==> src/rtl/matrix_pkg.sv <==
// rtl/matrix_pkg.sv - shared constants, element offset helper and controller state encoding
package matrix_pkg;

  localparam int DATA_W  = 8;
  localparam int DIM_MAX = 5;
  localparam int MAT_W   = DIM_MAX * DIM_MAX * DATA_W;

  typedef enum logic [1:0] {
    IDLE = 2'd0,
    EXEC = 2'd1,
    RESP = 2'd2
  } state_e;

  // Bit offset of element (i,j) in a packed row-major matrix.
  function automatic int elem_offset(input int i, input int j);
    return (i * DIM_MAX + j) * DATA_W;
  endfunction

endpackage

==> src/rtl/matrix_op_arbiter_if.sv <==
// rtl/matrix_op_arbiter_if.sv - requester, response and unit-side signals of the shared matrix unit
interface matrix_op_arbiter_if #(
  parameter int N_REQ = 2
);
  import matrix_pkg::*;

  logic [N_REQ-1:0]       req;
  logic [3*N_REQ-1:0]     req_m;
  logic [3*N_REQ-1:0]     req_n;
  logic [MAT_W*N_REQ-1:0] req_mat;
  logic [N_REQ-1:0]       grant;
  logic [N_REQ-1:0]       resp_valid;
  logic [N_REQ-1:0]       resp_ready;
  logic [2:0]             resp_m;
  logic [2:0]             resp_n;
  logic [MAT_W-1:0]       resp_mat;
  logic                   resp_err;
  logic                   busy;
  logic [2:0]             u_m_in;
  logic [2:0]             u_n_in;
  logic [MAT_W-1:0]       u_mat_in;
  logic [2:0]             u_m_out;
  logic [2:0]             u_n_out;
  logic [MAT_W-1:0]       u_mat_out;
  logic                   u_valid;

  // master: requesters plus the matrix unit; slave: the arbiter
  modport master (
    output req, req_m, req_n, req_mat, resp_ready,
    output u_m_out, u_n_out, u_mat_out, u_valid,
    input  grant, resp_valid, resp_m, resp_n, resp_mat, resp_err, busy,
    input  u_m_in, u_n_in, u_mat_in
  );

  modport slave (
    input  req, req_m, req_n, req_mat, resp_ready,
    input  u_m_out, u_n_out, u_mat_out, u_valid,
    output grant, resp_valid, resp_m, resp_n, resp_mat, resp_err, busy,
    output u_m_in, u_n_in, u_mat_in
  );

endinterface

==> src/rtl/matrix_op_arbiter_rr_arbiter.sv <==
// rtl/matrix_op_arbiter_rr_arbiter.sv - combinational round-robin pick starting after last_owner
module rr_arbiter #(
  parameter int N_REQ = 2,
  parameter int IDX_W = $clog2(N_REQ)
) (
  input  logic [N_REQ-1:0] req_i,
  input  logic [IDX_W-1:0] last_owner_i,
  output logic [N_REQ-1:0] winner_o,
  output logic [IDX_W-1:0] winner_idx_o
);

  logic found;

  always_comb begin
    winner_o     = '0;
    winner_idx_o = '0;
    found        = 1'b0;
    for (int s = 1; s <= N_REQ; s++) begin
      for (int k = 0; k < N_REQ; k++) begin
        if (!found && req_i[k] && (k == (int'(last_owner_i) + s) % N_REQ)) begin
          found           = 1'b1;
          winner_o[k]     = 1'b1;
          winner_idx_o    = IDX_W'(k);
        end
      end
    end
  end

endmodule

==> src/rtl/matrix_op_arbiter.sv <==
// rtl/matrix_op_arbiter.sv - shares one combinational matrix unit among N_REQ requesters
// Round-robin grant, operand latch, fixed settle wait, then a valid/ready response to the owner.
module matrix_op_arbiter #(
  parameter int N_REQ         = 2,
  parameter int SETTLE_CYCLES = 1
) (
  input  logic               clk_i,
  input  logic               reset_i,
  matrix_op_arbiter_if.slave bus
);
  import matrix_pkg::*;

  localparam int               IDX_W     = $clog2(N_REQ);
  localparam int               CNT_W     = $clog2(SETTLE_CYCLES + 1);
  localparam logic [CNT_W-1:0] CNT_LAST  = CNT_W'(SETTLE_CYCLES - 1);
  localparam logic [IDX_W-1:0] OWNER_RST = IDX_W'(N_REQ - 1);

  state_e           state_q, state_d;
  logic [CNT_W-1:0] cnt_q, cnt_d;
  logic [IDX_W-1:0] owner_q, owner_d;
  logic [N_REQ-1:0] grant_q, grant_d;
  logic [N_REQ-1:0] resp_valid_q, resp_valid_d;
  logic [2:0]       u_m_q, u_m_d, u_n_q, u_n_d;
  logic [MAT_W-1:0] u_mat_q, u_mat_d;
  logic [2:0]       resp_m_q, resp_m_d, resp_n_q, resp_n_d;
  logic [MAT_W-1:0] resp_mat_q, resp_mat_d;
  logic             resp_err_q, resp_err_d;

  logic [N_REQ-1:0] win_oh;
  logic [IDX_W-1:0] win_idx;
  logic [N_REQ-1:0] owner_oh;
  logic [2:0]       sel_m, sel_n;
  logic [MAT_W-1:0] sel_mat;
  logic             owner_ready;

  rr_arbiter #(.N_REQ(N_REQ), .IDX_W(IDX_W)) u_rr (
    .req_i        (bus.req),
    .last_owner_i (owner_q),
    .winner_o     (win_oh),
    .winner_idx_o (win_idx)
  );

  always_comb begin
    sel_m    = '0;
    sel_n    = '0;
    sel_mat  = '0;
    owner_oh = '0;
    for (int k = 0; k < N_REQ; k++) begin
      if (win_oh[k]) begin
        sel_m   = bus.req_m[3*k +: 3];
        sel_n   = bus.req_n[3*k +: 3];
        sel_mat = bus.req_mat[MAT_W*k +: MAT_W];
      end
      if (owner_q == IDX_W'(k)) begin
        owner_oh[k] = 1'b1;
      end
    end
  end

  assign owner_ready = |(bus.resp_ready & owner_oh);

  always_comb begin
    state_d      = state_q;
    cnt_d        = cnt_q;
    owner_d      = owner_q;
    grant_d      = '0;
    resp_valid_d = resp_valid_q;
    u_m_d        = u_m_q;
    u_n_d        = u_n_q;
    u_mat_d      = u_mat_q;
    resp_m_d     = resp_m_q;
    resp_n_d     = resp_n_q;
    resp_mat_d   = resp_mat_q;
    resp_err_d   = resp_err_q;
    case (state_q)
      IDLE: begin
        if (|bus.req) begin
          u_m_d   = sel_m;
          u_n_d   = sel_n;
          u_mat_d = sel_mat;
          owner_d = win_idx;
          grant_d = win_oh;
          cnt_d   = '0;
          state_d = EXEC;
        end
      end
      EXEC: begin
        cnt_d = cnt_q + 1'b1;
        if (cnt_q == CNT_LAST) begin
          resp_m_d   = bus.u_m_out;
          resp_n_d   = bus.u_n_out;
          resp_mat_d = bus.u_mat_out;
          resp_err_d = ~bus.u_valid;
          state_d    = RESP;
        end
      end
      RESP: begin
        // First RESP cycle raises valid; the handshake can only land once valid is visible.
        if (resp_valid_q == '0) begin
          resp_valid_d = owner_oh;
        end else if (owner_ready) begin
          resp_valid_d = '0;
          state_d      = IDLE;
        end
      end
      default: state_d = IDLE;
    endcase
  end

  always_ff @(posedge clk_i) begin
    if (reset_i) begin
      state_q      <= IDLE;
      cnt_q        <= '0;
      owner_q      <= OWNER_RST;
      grant_q      <= '0;
      resp_valid_q <= '0;
      u_m_q        <= '0;
      u_n_q        <= '0;
      u_mat_q      <= '0;
      resp_m_q     <= '0;
      resp_n_q     <= '0;
      resp_mat_q   <= '0;
      resp_err_q   <= 1'b0;
    end else begin
      state_q      <= state_d;
      cnt_q        <= cnt_d;
      owner_q      <= owner_d;
      grant_q      <= grant_d;
      resp_valid_q <= resp_valid_d;
      u_m_q        <= u_m_d;
      u_n_q        <= u_n_d;
      u_mat_q      <= u_mat_d;
      resp_m_q     <= resp_m_d;
      resp_n_q     <= resp_n_d;
      resp_mat_q   <= resp_mat_d;
      resp_err_q   <= resp_err_d;
    end
  end

  assign bus.grant      = grant_q;
  assign bus.resp_valid = resp_valid_q;
  assign bus.resp_m     = resp_m_q;
  assign bus.resp_n     = resp_n_q;
  assign bus.resp_mat   = resp_mat_q;
  assign bus.resp_err   = resp_err_q;
  assign bus.busy       = (state_q != IDLE);
  assign bus.u_m_in     = u_m_q;
  assign bus.u_n_in     = u_n_q;
  assign bus.u_mat_in   = u_mat_q;

endmodule

==> src/flat_wrapper.sv <==
// flat-port wrapper written by rule: the top's interface ports become plain ports
module matrix_op_arbiter_flat import matrix_pkg::*;
#(
  parameter int N_REQ         = 2,
  parameter int SETTLE_CYCLES = 1
)
  (clk_i, reset_i, bus_req, bus_req_m, bus_req_n, bus_req_mat, bus_resp_ready, bus_u_m_out, bus_u_n_out, bus_u_mat_out, bus_u_valid, bus_grant, bus_resp_valid, bus_resp_m, bus_resp_n, bus_resp_mat, bus_resp_err, bus_busy, bus_u_m_in, bus_u_n_in, bus_u_mat_in);
  matrix_op_arbiter_if #(.N_REQ(N_REQ)) bus_i ();
  input  logic clk_i;
  input  logic reset_i;
  input wire logic [$bits(bus_i.req)-1:0] bus_req;
  input wire logic [$bits(bus_i.req_m)-1:0] bus_req_m;
  input wire logic [$bits(bus_i.req_n)-1:0] bus_req_n;
  input wire logic [$bits(bus_i.req_mat)-1:0] bus_req_mat;
  input wire logic [$bits(bus_i.resp_ready)-1:0] bus_resp_ready;
  input wire logic [$bits(bus_i.u_m_out)-1:0] bus_u_m_out;
  input wire logic [$bits(bus_i.u_n_out)-1:0] bus_u_n_out;
  input wire logic [$bits(bus_i.u_mat_out)-1:0] bus_u_mat_out;
  input wire logic [$bits(bus_i.u_valid)-1:0] bus_u_valid;
  output wire logic [$bits(bus_i.grant)-1:0] bus_grant;
  output wire logic [$bits(bus_i.resp_valid)-1:0] bus_resp_valid;
  output wire logic [$bits(bus_i.resp_m)-1:0] bus_resp_m;
  output wire logic [$bits(bus_i.resp_n)-1:0] bus_resp_n;
  output wire logic [$bits(bus_i.resp_mat)-1:0] bus_resp_mat;
  output wire logic [$bits(bus_i.resp_err)-1:0] bus_resp_err;
  output wire logic [$bits(bus_i.busy)-1:0] bus_busy;
  output wire logic [$bits(bus_i.u_m_in)-1:0] bus_u_m_in;
  output wire logic [$bits(bus_i.u_n_in)-1:0] bus_u_n_in;
  output wire logic [$bits(bus_i.u_mat_in)-1:0] bus_u_mat_in;
  assign bus_i.req = bus_req;
  assign bus_i.req_m = bus_req_m;
  assign bus_i.req_n = bus_req_n;
  assign bus_i.req_mat = bus_req_mat;
  assign bus_i.resp_ready = bus_resp_ready;
  assign bus_i.u_m_out = bus_u_m_out;
  assign bus_i.u_n_out = bus_u_n_out;
  assign bus_i.u_mat_out = bus_u_mat_out;
  assign bus_i.u_valid = bus_u_valid;
  assign bus_grant = bus_i.grant;
  assign bus_resp_valid = bus_i.resp_valid;
  assign bus_resp_m = bus_i.resp_m;
  assign bus_resp_n = bus_i.resp_n;
  assign bus_resp_mat = bus_i.resp_mat;
  assign bus_resp_err = bus_i.resp_err;
  assign bus_busy = bus_i.busy;
  assign bus_u_m_in = bus_i.u_m_in;
  assign bus_u_n_in = bus_i.u_n_in;
  assign bus_u_mat_in = bus_i.u_mat_in;
  matrix_op_arbiter #(.N_REQ(N_REQ), .SETTLE_CYCLES(SETTLE_CYCLES)) u_core (.clk_i(clk_i), .reset_i(reset_i), .bus(bus_i));
endmodule
==> config.mk <==
export PLATFORM = sky130hd
export DESIGN_NAME = matrix_op_arbiter_flat
export DESIGN_NICKNAME = d
export VERILOG_FILES = /design/src/rtl/matrix_pkg.sv /design/src/rtl/matrix_op_arbiter_if.sv /design/src/rtl/matrix_op_arbiter_rr_arbiter.sv /design/src/rtl/matrix_op_arbiter.sv /design/src/flat_wrapper.sv
export SDC_FILE = /design/constraint.sdc
export NUM_CORES = 1
export LEC_CHECK = 0
export ABC_AREA = 0
export CAP_MARGIN = 25
export CORE_AREA = 5 5 409 411
export DETAILED_ROUTE_END_ITERATION = 6
export DIE_AREA = 0 0 414 416
export GPL_TIMING_DRIVEN = 0
export SYNTH_ARGS = -nofsm -noshare
export SYNTH_HDL_FRONTEND = slang
export SYNTH_SLANG_ARGS = --single-unit
==> constraint.sdc <==
create_clock -name clk_i -period 1.79 [get_ports clk_i]
set_input_delay 0.179 -clock clk_i [delete_from_list [all_inputs] [get_ports clk_i]]
set_output_delay 0.179 -clock clk_i [all_outputs]
set_load 0.01 [all_outputs]
* Yosys cells after proc, flatten, opt, wreduce, memory -nomap -nowiden
Index checks and enable logic that the tools add are counted.
Widths: inputs -> output; s select.
** Operators by class
- Add/subtract/negate cells :: 3
- Equality and inequality tests :: 8
- Multiplexer cells :: 24
- Bitwise operators :: 7
- Reductions and logical operators :: 25
** Operators with widths (count)
- $mux 200 :: 2
- $logic_not 32->1 :: 2
- $mux 3 :: 4
- $mux 1 :: 11
- $mux 2 :: 5
- $reduce_and 2->1 :: 4
- $logic_and 1x1->1 :: 7
- $pmux 2 s3 :: 1
- $reduce_bool 2->1 :: 3
- $eq 2x2->1 const A :: 2
- $logic_not 2->1 :: 2
- $ne 2x1->1 const B :: 2
- $ne 2x2->1 const B :: 2
- $not 1->1 :: 4
- $reduce_and 4->1 :: 1
- $reduce_or 2->1 :: 2
- $add 1x1->1 const B :: 3
- $logic_not 1->1 :: 3
- $reduce_or 3->1 :: 1
- $and 1x1->1 const A :: 2
- $and 2x2->2 :: 1
- $eq 2x1->1 const B :: 1
- $eq 2x2->1 const B :: 1
- $pmux 1 s2 :: 1
** Storage, ports and cells
- Register bits :: 421
- Bits of input ports :: 625
- Output and inout port bits :: 418
- Word-level logic and storage cells :: 79

* Logic depth before layout (Yosys ltp)
Gate-level depths: netlist of run 1.
- Word-level depth :: 18
- Depth in mapped cells :: 7
- Depth with buffers taken out :: 3

* By module
Synthesis of run 1 repeated with hierarchy kept, for this count alone.
** Unflattened totals
- Cell total of the unflattened synthesis :: 1900
- Area total of the unflattened synthesis :: 16970.0 µm²
** By module, submodules not included
- matrix_op_arbiter :: times used 1, cells an instance 1896, area each 16943.8 µm², seq. area each 8428.1 µm²
- rr_arbiter :: times used 1, cells an instance 4, area each 26.3 µm², seq. area each 0.0 µm²

* Worst setup path after synthesis of run 1
Ideal clock, no wire load.
- Kind :: flip-flop to flip-flop
- From :: reg u_core.owner_q
- To :: reg u_core.u_mat_q[120], in the netlist u_core.bus.u_mat_in[120]
- Setup time :: 122 ps
- Arrival :: 1599 ps
- Required time :: 1668 ps
- Slack :: 70 ps
- Stages on the path, launching flop included :: 8
- Path buffers :: 4
- Clock period less this slack :: 1720 ps
- Path through :: dfxtp_1 -> clkbuf_1 -> nor2b_1 -> clkbuf_1 -> buf_2 -> clkbuf_1 -> nor4b_1 -> a221o_1
** On the way
- Cells in the longest elaborated chain, start to end :: 18
- Elaborated cells on any way between the ends :: 26
- Those cells by class :: add/sub: 2; eq/ne: 2; mux: 8; bitwise: 2; reduce/logical: 12
** Ends and longest elaborated chain
- start, declared :: RTL line matrix_op_arbiter.sv:20 : logic [IDX_W-1:0] owner_q, owner_d;
- start signal, assigned :: RTL line matrix_op_arbiter.sv:127 : owner_q <= owner_d;
- $add 1x1->1 :: RTL line matrix_op_arbiter_rr_arbiter.sv:20 : if (!found && req_i[k] && (k == (int'(last_owner_i) + s) % N_REQ)) begin
- $and 1x1->1 (no source line)
- $logic_not 32->1 :: RTL line matrix_op_arbiter_rr_arbiter.sv:20
- $logic_and 1x1->1 :: RTL line matrix_op_arbiter_rr_arbiter.sv:20
- $mux 1 :: RTL line matrix_op_arbiter_rr_arbiter.sv:20
- $logic_not 1->1 :: RTL line matrix_op_arbiter_rr_arbiter.sv:20
- $logic_and 1x1->1 (2 in series) :: RTL line matrix_op_arbiter_rr_arbiter.sv:20
- $mux 1 :: RTL line matrix_op_arbiter_rr_arbiter.sv:20
- $logic_not 1->1 :: RTL line matrix_op_arbiter_rr_arbiter.sv:20
- $logic_and 1x1->1 (2 in series) :: RTL line matrix_op_arbiter_rr_arbiter.sv:20
- $mux 1 :: RTL line matrix_op_arbiter_rr_arbiter.sv:20
- $logic_not 1->1 :: RTL line matrix_op_arbiter_rr_arbiter.sv:20
- $logic_and 1x1->1 (2 in series) :: RTL line matrix_op_arbiter_rr_arbiter.sv:20
- $mux 1 :: RTL line matrix_op_arbiter_rr_arbiter.sv:20
- $mux 200 * :: RTL line matrix_op_arbiter.sv:49 : if (win_oh[k]) begin
- end signal, assigned :: RTL line matrix_op_arbiter.sv:132 : u_mat_q <= u_mat_d;
- end, declared :: RTL line matrix_op_arbiter.sv:24 : logic [MAT_W-1:0] u_mat_q, u_mat_d;
Every way passes the cells marked *; elsewhere a longest branch is shown, timed or not.
A chain may end at the register's enable or synchronous reset.

* Worst setup path in the final report of run 1
- From :: reg u_core.state_q[1]
- To :: reg u_core.u_mat_q[183], in the netlist u_core.bus.u_mat_in[183]
** On the way
- Cells in the longest elaborated chain, start to end :: 2
** Ends and longest elaborated chain
- start, declared :: RTL line matrix_op_arbiter.sv:18 : state_e state_q, state_d;
- start signal, assigned :: RTL line matrix_op_arbiter.sv:125 : state_q <= state_d;
- $logic_not 2->1 :: RTL line matrix_op_arbiter.sv:75 : case (state_q)
- $reduce_and 2->1 (no source line)
No other way between the ends.

==> results.md, run 1 <==
| Group | Item | Value |
| --- | --- | --- |
| detailed routing | DRT antenna net count | 0 |
| critical path | Maximum fanout encountered on the critical timing path | 11 |
| placed design | Routability-driven placement congestion ratio | 0.965 |
| hold path | Worst hold endpoint | u_core.bus.resp_mat[83]$_SDFFE_PP0P_ |
| sta | Setup repair after global routing missed its margin | yes |
| critical path | Required time of the critical path | 2.35 ns |
| grt | Vias in the first global route | 19.3k |
| critical path | Type of destination of the critical path | flip-flop |
| yosys | Number of library cell types mapped by synthesis | 27 |
| placed design | Post-detailed-placement half-perimeter wirelength | 113 mm |
| sta | Number of endpoints failing setup at the final stage | 158 |
| die | FP Rows | 149 |
| critical path | Capturing point of the worst reg2reg path | u_core.bus.u_mat_in[183]$_SDFFE_PP0N_ |
| yosys | Post-Synthesis Cell Area | 15900 µm² |
| detailed routing | Total via count in the routed design | 19.6k |
| critical path | Source of the worst register-to-register timing path | u_core.state_q[1]$_SDFFE_PP0P_ |
| clock network | Clock transition at the register clock pins on the worst setup and hold paths after CTS | 0.07 ns |
| sta | Relative max-transition margin | 35.5% |
| clock network | Number of clock sinks | 421 |
| critical path | Critical Path AT | 2.59 ns |
| detailed routing | Final routed wirelength across all metal layers | 137 mm |
| cells and area | Util after Layout | 20.5% |
| sta | Worst Hold Margin | 0.103 ns |
| critical path | Reg2Reg Setup Slack | -0.24 ns |
| hold path | Worst Hold Path Cells | 3 |
| die | Core area | 164000 µm² |
| placed design | DP Worst Slack | -1.65 ns |
| cells and area | Most common cell after layout, fill and taps aside | clkdlybuf4s50_1 |
| clock network | Maximum level of the CTS H-tree | 2 |
| clock network | Number of buffers inserted during clock tree synthesis | 53 |
| grt | Residual overflow from global routing | 0 |
| hold path | Min-Delay Path Class | primary input to flip-flop |
| status | Run status | finished with violations |
| yosys | Post-synthesis net count | 2292 |
| die | Die height | 416 µm |
| yosys | Cell type contributing the most total cell area after synthesis | dfxtp_1 |
| detailed routing | Detailed-route vias per instance | 3.88 |
| yosys | Cell types occupying the most area after synthesis | dfxtp_1 53%, a221o_1 13%, nor4b_1 11% |
| status | Violated checks | negative setup slack |
| yosys | Mapped Cells | 1667 |
| cells and area | Commonest cells after routing, fill and taps aside | 800 x clkdlybuf4s50_1, 412 x nand2_1, 403 x dfxtp_1, 219 x dlygate4sd2_1, 209 x a21oi_1 |
| cells and area | Area added between synthesis and finish | 112% |
| grt | Maximum number of pins on one net before global-route repair | 14 |
| sta | Number of failing hold endpoints at the final stage | 0 |
| clock network | Clock Latency Late Sink | 0.64 ns |
| sta | Slew Viols, Final | 0 |
| grt | First-pass GRT wire length | 177 mm |
| sta | Portion of the clock cycle consumed by the worst path in the final layout | 113% |
| clock network | Longest Clk Path Bufs | 3 |
| pwr | Areal power density over the cells | 932 nW/µm² |
| detailed routing | DRC violations left | 0 |
| clock network | Buffer type at the clock tree root | clkbuf_16 |
| placed design | Number of port buffers | 1041 |
| grt | Initial antenna violation count | 35 |
| sta | Period minus WS final | 2.03 ns |
| sta | Final TNS setup | -12.55 ns |
| sta | Worst path setup slack after routing | -0.238 ns |
| critical path | Count of cells along the worst register-to-register path | 6 |
| yosys | Synthesis-stage register bit count | 421 |
| flow run | Number of maximum-capacitance constraint violations | 0 |
| detailed routing | Pre-antenna DRT Iters | 6 |
| yosys | Average instance area after synthesis | 9.52 µm² |
| critical path | Critical path start-end classification | flip-flop to flip-flop |
| die | Width of the chip | 414 µm |
| yosys | Share of the yosys chip area belonging to registers | 53.1% |
| cells and area | Nets@finish | 3438 |
| hold path | Hold path start | bus_u_mat_out[83] |
| die | Initial Utilization | 9.69% |
| detailed routing | Initial DRC count | 1774 |
| detailed routing | Mean routed wirelength per cell | 27.1 µm |
| clock network | Clock tree from TritonCTS | yes |
| sta | Max Clk Rate | 493 MHz |
| sta | Final clock skew | 0.0299 ns |
| sta | Worst-Margin Slew | 0.968 ns |
| die | DIE AREA | 172000 µm² |
| pwr | Static Leak | 12.8 nW |
| yosys | Synthesis Warnings | 0 |
| grt | Total GRT Usage | 14.8% |
| pwr | Worst IR drop on VDD | 0.623 mV |
| cells and area | Proportion of layout cells with a drive suffix above 1 | 16.2% |
| yosys | Portion of synthesized cell area occupied by the leading cell type | 53.1% |
| critical path | Startpoint Class | flip-flop |
| die | Top-Level Pins | 1043 |
[synthesized netlist by cell type]
master and number:
o21ai_0 4, nor2_1 4, a221o_1 206, a211o_1 1
nand2b_1 1, a21oi_1 209, buf_6 2, inv_1 2
clkbuf_1 119, mux2i_1 2, a211oi_4 1, nor2b_1 2
dfxtp_1 421, or2_2 1, or3b_2 2, nor3_1 2
nand2_1 412, a21boi_0 1, nand3b_1 1, a21oi_2 1
buf_2 59, nor4b_1 206, nand3_1 1, or3b_1 1
buf_1 4, a211oi_1 1, nor3b_1 1
[repair_timing]
action,CTS,global route
hold buffers,0,0
setup endpoints to repair,644,387
pin swaps,118,63
gates cloned,14,5
resized for setup,613,199
setup buffers,29,13
[kinds of logic (layout without fill, tap and decap cells)]
kind of cell    after synthesis  count (layout)  synth area share, %
mux                           2               2                0.126
compound gates              424             424                 20.1
simple gates                634             634                 21.7
buf+inv                     186            1373                 4.96
other cells                   0              14                    0
flops                       421             421                 53.1
[how the worst max path moves through the flow]
stage | start | endpoint | slack, ns | depth (start not counted)
2_1_floorplan | u_core.owner_q$_SDFFE_PP1N_ | u_core.bus.u_mat_in[120]$_SDFFE_PP0N_ | 0.07 | 7
3_3_place_gp | reset_i | u_core.bus.resp_mat[96]$_SDFFE_PP0P_ | -2.86 | 5
3_5_place_dp | bus_req[0] | u_core.bus.u_mat_in[165]$_SDFFE_PP0N_ | -1.65 | 6
4_1_cts | u_core.state_q[1]$_SDFFE_PP0P_ | u_core.bus.u_mat_in[101]$_SDFFE_PP0N_ | -0.24 | 8
5_1_grt | u_core.state_q[1]$_SDFFE_PP0P_ | u_core.bus.u_mat_in[183]$_SDFFE_PP0N_ | -0.23 | 6
6_report | u_core.state_q[1]$_SDFFE_PP0P_ | u_core.bus.u_mat_in[183]$_SDFFE_PP0N_ | -0.24 | 6
[state kept, by name, summed over array words and instances (netlist names)]
name                   count
u_core.bus.grant           2
u_core.bus.resp_err        1
u_core.bus.resp_m          3
u_core.bus.resp_mat      200
u_core.bus.resp_n          3
u_core.bus.resp_valid      2
u_core.bus.u_m_in          3
u_core.bus.u_mat_in      200
u_core.bus.u_n_in          3
u_core.cnt_q               1
u_core.owner_q             1
u_core.state_q             2
[per-layer routing]
layer  GRT usage [%]  routed length [µm]  vias to the layer above
met3            6.32               16300                      165
met4            3.64                3790                        8
li1                -                   -                     8533
met1            18.1               54000                     9743
met5               0                  53                        -
met2            24.0               63000                     1185
[where the power goes]
part	internal [mW]	switching (mW)
registers	10.4	0.755
clock network	6.63	4.79
logic	4.20	4.57
[metrics by stage]
step,total power [mW],instances,area [µm²]
final,31.3,5057,33600
after global routing,32.6,5054,33600
after CTS,31.4,5041,32900
after detailed placement,19.3,4904,29100
after global placement,19.3,4897,29000
after floorplan,13.7,1667,15900
[area by class of cell]
type | instances | area [µm²]
diodes | 14 | 35.0
plain buffers | 175 | 1420
clock buffers | 74 | 1520
clock inverters | 22 | 278
fillers | 18080 | 130000
inverters | 2 | 7.51
multi-input cells | 1060 | 7980
flip-flops and latches | 421 | 8460
well taps | 2189 | 2740
repair buffers | 1100 | 11200
[critical path, cell delays in order, from the launching register on]
cell	delay, ns
dfxtp_4	0.39
or3b_4	0.42
buf_12	0.17
buf_12	0.17
buf_12	0.16
nor4b_4	0.43
a221o_1	0.17
Note: power is estimated with default switching activity, not from simulation.
==> run 2, diff against run 1 <==
==> constraint.sdc (replaced) <==
create_clock -name clk_i -period 2.3 [get_ports clk_i]
set_input_delay 0.23 -clock clk_i [delete_from_list [all_inputs] [get_ports clk_i]]
set_output_delay 0.23 -clock clk_i [all_outputs]
set_load 0.01 [all_outputs]
==> run 2 against run 1 <==
Compared with the run above: the flow now finishes without violations; largest cell class unchanged; critical path depth did not move; critical path type unchanged; largest power group unchanged; clock skew fell by 0.0046 ns; sequential power fell by 22%; combinational power fell by 28%; non-clock buffer count fell by 40.
==> results.md, run 2 (synthesis results as in run 1) <==
| Group | Item | Value |
| --- | --- | --- |
| critical path | Count of cells along the worst register-to-register path | 6 |
| critical path | Maximum fanout encountered on the critical timing path | 10 |
| sta | Number of failing hold endpoints at the final stage | 0 |
| detailed routing | Total via count in the routed design | 19.3k |
| detailed routing | Final routed wirelength across all metal layers | 133 mm |
| grt | First-pass GRT wire length | 172 mm |
| cells and area | Nets@finish | 3398 |
| detailed routing | Detailed-route vias per instance | 3.84 |
| die | Die height | 416 µm |
| placed design | Post-detailed-placement half-perimeter wirelength | 113 mm |
| grt | Met1 demand-to-capacity share in global routing | 17.5% |
| sta | Final TNS setup | 0 ns |
| placed design | Number of placed cells counting well taps | 4904 |
| cells and area | Most common cell after layout, fill and taps aside | clkdlybuf4s50_1 |
| critical path | Largest stage delay, worst path | 0.45 ns |
| grt | Maximum number of pins on one net before global-route repair | 14 |
| critical path | Required time of the critical path | 2.87 ns |
| sta | Relative max-transition margin | 26.5% |
| placed design | Number of port buffers | 1041 |
| critical path | Critical path start-end classification | flip-flop to flip-flop |
| critical path | Critical Path AT | 2.82 ns |
| die | Initial Utilization | 9.69% |
| sta | Portion of the clock cycle consumed by the worst path in the final layout | 97.6% |
| flow run | Number of maximum-capacitance constraint violations | 0 |
| placed design | Placed Instance Area | 29100 µm² |
| critical path | Startpoint Class | flip-flop |
| clock network | Number of clock sinks | 421 |
| clock network | Maximum level of the CTS H-tree | 2 |
| cells and area | Proportion of layout cells with a drive suffix above 1 | 7.18% |
| clock network | Clock Latency Late Sink | 0.63 ns |
| detailed routing | DRT antenna net count | 0 |
| clock network | Clock transition at the register clock pins on the worst setup and hold paths after CTS | 0.06 ns |
| cells and area | Commonest cells after routing, fill and taps aside | 1041 x clkdlybuf4s50_1, 418 x dfxtp_1, 412 x nand2_1, 209 x a21oi_1, 206 x a221o_1 |
| pwr | Static Leak | 10.5 nW |
| pwr | Share of total power in sequential cells | 36.4% |
| pwr | P_int | 16.3 mW |
| grt | Residual overflow from global routing | 0 |
| grt | Highest-utilization routing layer at the global route stage | met2 |
| detailed routing | DRC violations left | 0 |
| die | Width of the chip | 414 µm |
| critical path | Reg2Reg Setup Slack | 0.06 ns |
| die | Top-Level Pins | 1043 |
| die | FP Rows | 149 |
| sta | Worst-Margin Slew | 1.10 ns |
| cells and area | Util after Layout | 19.1% |
| clock network | Buffer type at the clock tree root | clkbuf_16 |
| critical path | Type of destination of the critical path | flip-flop |
| critical path | Source of the worst register-to-register timing path | u_core.state_q[1]$_SDFFE_PP0P_ |
| pwr | Reported net switching power | 7.55 mW |
| critical path | Most frequent cell on the critical path | buf_2 |
| clock network | Longest Clk Path Bufs | 3 |
| pwr | Sw Ratio | 31.7% |
| detailed routing | Mean routed wirelength per cell | 26.5 µm |
| critical path | Capturing point of the worst reg2reg path | u_core.bus.u_mat_in[158]$_SDFFE_PP0N_ |
| status | Run status | finished clean |
| critical path | CP endpoint | u_core.bus.u_mat_in[158]$_SDFFE_PP0N_ |
| clock network | Post-CTS Hold Buffers | 0 |
| grt | Vias in the first global route | 18.8k |
| sta | Max Clk Rate | 445 MHz |
| pwr | Combinational Power Share | 26.5% |
| detailed routing | Initial DRC count | 1801 |
| clock network | Clock tree from TritonCTS | yes |
| grt | Met3 routing resource usage after global routing | 6.31% |
| pwr | Worst IR drop on VDD | 0.496 mV |
| cells and area | Number of standard cells in the final layout excluding fillers | 5008 |
| placed design | Routability-driven placement congestion ratio | 0.965 |
| detailed routing | Pre-antenna DRT Iters | 5 |
| die | DIE AREA | 172000 µm² |
| grt | Initial antenna violation count | 27 |
| sta | Period minus WS final | 2.24 ns |
| critical path | Worst path cell trace | or3b_1 -> a211oi_4 -> buf_12 -> buf_2 -> buf_2 -> a221o_1 |
| sta | Setup repair after global routing missed its margin | no |
| sta | Final clock skew | 0.0253 ns |
| cells and area | Final standard cell area without fillers | 31200 µm² |
| cells and area | Area added between synthesis and finish | 96.8% |
| grt | Total GRT Usage | 14.4% |
| hold path | Min-Delay Path Class | primary input to flip-flop |
| sta | Slew Viols, Final | 0 |
| critical path | Library cell contributing the largest single delay on the critical path | or3b_1 |
| sta | Number of endpoints failing setup at the final stage | 0 |
| critical path | Critical path launch point | u_core.state_q[1]$_SDFFE_PP0P_ |
| grt | Met2 track demand over resource in global routing | 23.5% |
| die | Core area | 164000 µm² |
| pwr | Clock share of power | 37.2% |
| clock network | Number of buffers inserted during clock tree synthesis | 53 |
| pwr | Areal power density over the cells | 764 nW/µm² |
==> run 2: cell count changes in the layout (fill, tap and decap cells not counted), moves of 17 or more <==
| cell | delta |
|---|---|
| buf_12 | -26 |
| buf_4 | -17 |
| buf_2 | +37 |
| clkbuf_2 | -44 |
| nor4b_2 | -90 |
| clkbuf_1 | +73 |
| clkdlybuf4s50_1 | +241 |
| dlymetal6s2s_1 | -18 |
| nor4b_4 | -40 |
| dlygate4sd2_1 | -219 |
| nor4b_1 | +130 |
| buf_8 | -19 |
==> run 2: layout make-up <==
cell class	count	area, µm²
diodes	5	12.5
plain buffers	182	841
clock buffers	74	1520
clock inverters	22	278
fillers	18269	132000
inverters	2	7.51
multi-input cells	1060	6800
flip-flops and latches	421	8430
well taps	2189	2740
repair buffers	1053	10600
==> run 2: through the flow <==
| step | hold WS (ns) | setup WS (ns) | total power [mW] |
|---|---|---|---|
| after floorplan | 0.326 | 0.580 | 10.7 |
| after detailed placement | 0.446 | -1.19 | 15.0 |
| after global routing | 0.0965 | 0.00249 | 24.8 |
| after CTS | 0.0667 | 0.0115 | 24.2 |
| after global placement | 0.442 | -2.40 | 15.0 |
| final | 0.155 | 0.0553 | 23.9 |
==> run 2: worst max-delay path, delay by kind of cell (launching register included) <==
| family | cells | cell delay [ns] |
|---|---|---|
| AND/OR/NAND/NOR | 1 | 0.45 |
| AO/OA/AOI/OAI | 2 | 0.47 |
| flip-flops | 1 | 0.39 |
| buffers and inverters | 3 | 0.86 |
==> run 2: worst min-delay path by stage <==
stage | startpoint | end | slack (ns) | depth (start not counted)
6_report | bus_u_mat_out[106] | u_core.bus.resp_mat[106]$_SDFFE_PP0P_ | 0.15 | 3
3_3_place_gp | u_core.bus.resp_mat[77]$_SDFFE_PP0P_ | u_core.bus.resp_mat[77]$_SDFFE_PP0P_ | 0.44 | 2
5_1_grt | bus_u_mat_out[115] | u_core.bus.resp_mat[115]$_SDFFE_PP0P_ | 0.1 | 3
4_1_cts | bus_u_mat_out[115] | u_core.bus.resp_mat[115]$_SDFFE_PP0P_ | 0.07 | 3
2_1_floorplan | bus_u_valid | u_core.bus.resp_err$_SDFFE_PP0P_ | 0.33 | 1
3_5_place_dp | u_core.bus.resp_mat[29]$_SDFFE_PP0P_ | u_core.bus.resp_mat[29]$_SDFFE_PP0P_ | 0.45 | 2
==> run 2: timing repair <==
item,4_1_cts,5_1_grt
setup endpoints to repair,378,111
pin swaps,3,1
buffers inserted,5,0
resized for setup,54,10
cloned,0,0
==> run 2: routing by layer <==
layer | share of wire (%) | routed length [µm]
met2 | 46 | 61200
met1 | 40 | 52800
met4 | 2.2 | 2900
met3 | 12 | 15700
met5 | 0.041 | 54
==> run 2: power groups by stage <==
stage	sequential [mW]	combinational, mW	clock [mW]
2_1_floorplan	8.97	1.70	0
3_3_place_gp	8.79	6.20	0
3_5_place_dp	8.80	6.25	0
4_1_cts	8.67	6.35	9.15
5_1_grt	8.74	6.67	9.40
6_report	8.68	6.31	8.86
